`config.mk`:
```
export PLATFORM = sky130hd
export DESIGN_NAME = checkout_monitor
export DESIGN_NICKNAME = d
export VERILOG_FILES = /design/src/rtl/checkout_monitor.sv
export SDC_FILE = /design/constraint.sdc
export NUM_CORES = 1
export LEC_CHECK = 0
export CORE_MARGIN = 1
export CORE_UTILIZATION = 47
export DETAILED_ROUTE_END_ITERATION = 7
export MAX_ROUTING_LAYER = met4
export PLACE_DENSITY = 0.74
export SLEW_MARGIN = 20
export SYNTH_ARGS = -nofsm -noshare
export SYNTH_HDL_FRONTEND = slang
export SYNTH_SLANG_ARGS = --single-unit
```
`constraint.sdc`:
```
create_clock -name clk -period 2 [get_ports clk]
set_input_delay 0.3 -clock clk [delete_from_list [all_inputs] [get_ports clk]]
set_output_delay 0.3 -clock clk [all_outputs]
set_load 0.005 [all_outputs]
```
`src/rtl/checkout_monitor.sv`:
```
// Checkout scan monitor: counts accepted scans, tracks the last item code, and
// latches a blinking alarm on stolen items until the clerk acknowledges it.
// Optional sale counter is enabled by defining CHECKOUT_SALE_COUNT_EN.
module checkout_monitor #(
    parameter int BLINK_DIV = 25000000,
    parameter int CNT_W     = 8
) (
    input  logic             clk,
    input  logic             reset,
    input  logic             scan,
    input  logic [2:0]       UPC,
    input  logic             mark,
    input  logic             sale,
    input  logic             stolen,
    input  logic             ack,
    output logic [CNT_W-1:0] item_count,
    output logic [CNT_W-1:0] sale_count,
    output logic [2:0]       last_upc,
    output logic             alarm,
    output logic             alarm_led
);

    typedef enum logic {
        IDLE  = 1'b0,
        ALARM = 1'b1
    } state_t;

    localparam logic [CNT_W-1:0] CNT_MAX    = '1;
    localparam logic [CNT_W-1:0] CNT_ONE    = CNT_W'(1);
    localparam logic [25:0]      BLINK_LAST = 26'(BLINK_DIV - 1);

    state_t           state_q;
    state_t           state_d;
    logic             scan_q;
    logic             scan_ev;
    logic             accept;
    logic [CNT_W-1:0] item_q;
    logic [2:0]       upc_q;
    logic [25:0]      blink_cnt;
    logic             led_q;

    // mark is carried on the interface but does not influence the monitor
    logic unused_inputs;
    assign unused_inputs = ^{mark, sale};

    always_ff @(posedge clk) begin
        if (reset) begin
            scan_q <= 1'b1;
        end else begin
            scan_q <= scan;
        end
    end

    assign scan_ev = scan & ~scan_q;

    always_comb begin
        state_d = state_q;
        accept  = 1'b0;
        case (state_q)
            IDLE: begin
                if (scan_ev) begin
                    accept = 1'b1;
                    if (stolen) begin
                        state_d = ALARM;
                    end
                end
            end
            ALARM: begin
                if (ack) begin
                    state_d = IDLE;
                end
            end
            default: state_d = IDLE;
        endcase
    end

    always_ff @(posedge clk) begin
        if (reset) begin
            state_q <= IDLE;
        end else begin
            state_q <= state_d;
        end
    end

    always_ff @(posedge clk) begin
        if (reset) begin
            item_q <= '0;
            upc_q  <= 3'b000;
        end else if (accept) begin
            if (item_q != CNT_MAX) begin
                item_q <= item_q + CNT_ONE;
            end
            upc_q <= UPC;
        end
    end

    // The LED starts lit on entry and flips each time the divider wraps.
    always_ff @(posedge clk) begin
        if (reset) begin
            blink_cnt <= 26'd0;
            led_q     <= 1'b0;
        end else if (state_d == ALARM) begin
            if (state_q == IDLE) begin
                blink_cnt <= 26'd0;
                led_q     <= 1'b1;
            end else if (blink_cnt == BLINK_LAST) begin
                blink_cnt <= 26'd0;
                led_q     <= ~led_q;
            end else begin
                blink_cnt <= blink_cnt + 26'd1;
            end
        end else begin
            blink_cnt <= 26'd0;
            led_q     <= 1'b0;
        end
    end

`ifdef CHECKOUT_SALE_COUNT_EN
    logic [CNT_W-1:0] sale_q;

    always_ff @(posedge clk) begin
        if (reset) begin
            sale_q <= '0;
        end else if (accept && sale && (sale_q != CNT_MAX)) begin
            sale_q <= sale_q + CNT_ONE;
        end
    end

    assign sale_count = sale_q;
`else
    assign sale_count = '0;
`endif

    assign item_count = item_q;
    assign last_upc   = upc_q;
    assign alarm      = (state_q == ALARM);
    assign alarm_led  = led_q;

endmodule

```
==> results by group <==
Run status
  • Status: complete, no violations

Clock network
  • CTS tree: built
  • Clock latency on the worst-skew pair: 0.29 ns
  • Reg clk slew, reported paths: 0.08 ns
  • Post-CTS Setup Inserts: 0
  • H-tree depth: 2
  • CTS Hold Bufs: 0
  • Longest Clk Path Bufs: 2
  • Clock tree root driver cell: clkbuf_8
  • TritonCTS buffer count: 5
  • Sink Count: 40

Critical path
  • Critical Path Sink Type: register
  • Worst Path Max Fanout: 5
  • CP required: 2.23 ns
  • Critical path arrival: 2.16 ns
  • Crit Path Class: reg2reg
  • Worst setup SP type: register

Layout
  • Synth-to-Final Area Change: 25.2%
  • Layout cells sized above 1: 15.2%
  • # diodes: 0
  • Fill cells: 328
  • Final core utilization: 63.0%
  • Fin nets: 269

Logic synthesis
  • EDFF count, synth: 0
  • Synth Area in Compound Gates: 9.43%
  • #FFs+latches synth: 40
  • Seq/Total Area, Yosys: 42.2%
  • Top_reg_cell synth: dfxtp_1
  • Avg Synthesized Cell Area: 8.79 um2
  • Largest family of logic cells by synthesized area: simple AND/OR/NAND/NOR gates
  • Post-synthesis cell area: 1900 um2
  • Async SR Flop Fraction: 0%
  • Synth Area in Simple Gates: 30.2%
  • Synth Warn #: 0
  • Cells after Synth: 216
  • Netlist cell types: 43
  • Xor/xnor share of the synthesized area: 9.23%
  • Adder-Cell Fraction of Synth Area: 1.32%
  • Post-synthesis mux area share: 2.11%

STA
  • Hold_ws: 0.494 ns
  • Max_slew headroom: 50.1%
  • Worst Max-Slew Pin Slew: 0.742 ns
  • RSZ-0062 raised after global routing: yes
  • Fmax: 517 MHz
  • Period Utilization, post-route: 96.6%
  • Final setup violation count: 0
  • Final Hold Fails: 0
  • Final WS setup: 0.0675 ns
  • Slew Viols, Final: 0
  • Tmin final: 1.93 ns
  • Clock skew: 0.0103 ns

Floorplanning
  • Core area: 3770 um2
  • IO Pins: 31
  • Die X: 65.6 um
  • Rows: 22
  • Die area: 4300 um2
  • Starting Density: 50.3%
  • Die height: 65.6 um

Route
  • Via density: 5.27
  • WL/cell: 12.0 um
  • TritonRoute pass-1 iters: 4
  • Drt drc: 0
  • DR iter-0 viols: 106
  • Via Count: 1608
  • ANT nets after route: 0
  • Routed WL: 3660 um

Pwr
  • Leakage: 0.817 nW
  • Peak supply drop: 0.369 mV
  • PwrDens: 603 nW/um2
  • Overall power: 1.43 mW

Global routing
  • Number of global-route vias before repair: 1473
  • Initial antenna violation count: 0
  • Global-route wire length before repair: 6310 um
  • Global Route Usage Sum: 19.5%
  • Largest net degree at the start of global routing: 16
  • GR Overflow Total: 0

Placed design
  • Gp weighted congestion: 0.820
  • Pre-CTS WS: -0.0695 ns
  • I/O Buffers: 20
  • Final HPWL DP: 2710 um

Run
  • Max-cap viol count: 0

Worst hold path
  • Worst min path class: reg2reg
==> layout by cell type, fill, tap and decap left out, types with 2 or more instances in the layout <==
master and count:
dfxtp_1 39, nor2_1 29, clkdlybuf4s50_1 20, buf_4 19, nand2_1 12, xor2_1 11, a21oi_1 11, nand3_1 10
xnor2_1 9, o21ai_0 8, conb_1 8, clkbuf_8 7, nand4_1 6, and3_1 6, nor4_1 6, inv_1 5
and2_1 4, mux2i_1 4, or4_1 4, or3_1 4, o211ai_1 3, o31ai_1 3, nor3_1 3, and4_1 3
or4_4 2
==> area by class of cell <==
type	count	area, um2	area share, %
Clock buffer	7	96.3	4.05
Inverter	5	18.8	0.790
Sequential cell	40	802	33.8
Multi-Input combinational cell	165	1040	43.6
Tap cell	48	60.1	2.53
Timing Repair Buffer	40	363	15.3
==> cells in the mapped netlist (all sizes together), types with 2 or more instances <==
master,instances,area [um2]
nand4,8,71.3
and4,3,26.3
a21oi,11,55.1
xnor2,9,78.8
buf,10,70.1
and3,6,37.5
nand3,11,60.1
ha,2,25.0
inv,5,18.8
o31ai,3,22.5
and2,4,25.0
dfxtp,40,801
nor3,3,15.0
or3,4,25.0
o21ai,9,45.0
xor2,11,96.3
or4,6,45.0
clkbuf,3,12.5
o211ai,3,22.5
nand2,12,45.0
mux2i,4,40.0
nor4,6,37.5
nor2,29,109
==> state kept, by name, indices dropped and copies added, names as in the netlist <==
register / count
blink_cnt: 26
item_count: 8
last_upc: 3
alarm: 1
alarm_led: 1
scan_q: 1
==> per-layer routing <==
metal / wire length [um] / up-vias / global-route usage [%]
met2: 1580 / 32 / 29.5
met3: 149 / 5 / 5.21
met1: 1890 / 735 / 25.4
met5: 0 / - / -
met4: 40 / 0 / 5.71
li1: - / 836 / -
==> power by group <==
group          total (mW)  switching (mW)  internal, mW
Clock               0.572           0.265         0.307
Combinational      0.0536          0.0217        0.0318
Sequential          0.806         0.00446         0.802
==> metrics by stage <==
| step | area, um2 | TNS, ns | cells |
|---|---|---|---|
| after floorplan | 1930 | 0 | 223 |
| after global placement | 2270 | -0.0298 | 298 |
| after detailed placement | 2270 | -0.0695 | 298 |
| after CTS | 2360 | 0 | 305 |
| after global routing | 2380 | -0.0272 | 305 |
| final | 2380 | 0 | 305 |
==> logic make-up after synthesis <==
family,Yosys count
compound gates,30
fa+ha+maj,2
flops,40
simple gates,101
buf+inv,18
other cells,1
mux,4
xor+xnor,20
==> path summary, 6_finish.rpt <==
check	startpoint	endpoint	slack (ns)	depth (start not counted)
min reg2reg	blink_cnt[24]$_SDFF_PP0_	blink_cnt[24]$_SDFF_PP0_	0.49	2
max	blink_cnt[1]$_SDFF_PP0_	blink_cnt[24]$_SDFF_PP0_	0.07	5
max reg2reg	blink_cnt[1]$_SDFF_PP0_	blink_cnt[24]$_SDFF_PP0_	0.07	5
min	blink_cnt[24]$_SDFF_PP0_	blink_cnt[24]$_SDFF_PP0_	0.49	2
==> timing repair <==
| item | 4_1_cts | 5_1_grt |
|---|---|---|
| hold endpoints to repair | 0 | 0 |
| gates resized for setup | 0 | 3 |
| setup endpoints to repair | 0 | 6 |
==> critical path, cell delays in order (launching register included) <==
cell and delay, ns:
dfxtp_1 0.34, ha_2 0.22, nand3_2 0.11, or4_4 0.56
or4_1 0.51, a21oi_1 0.14
Power figures use the tool's default switching activity.
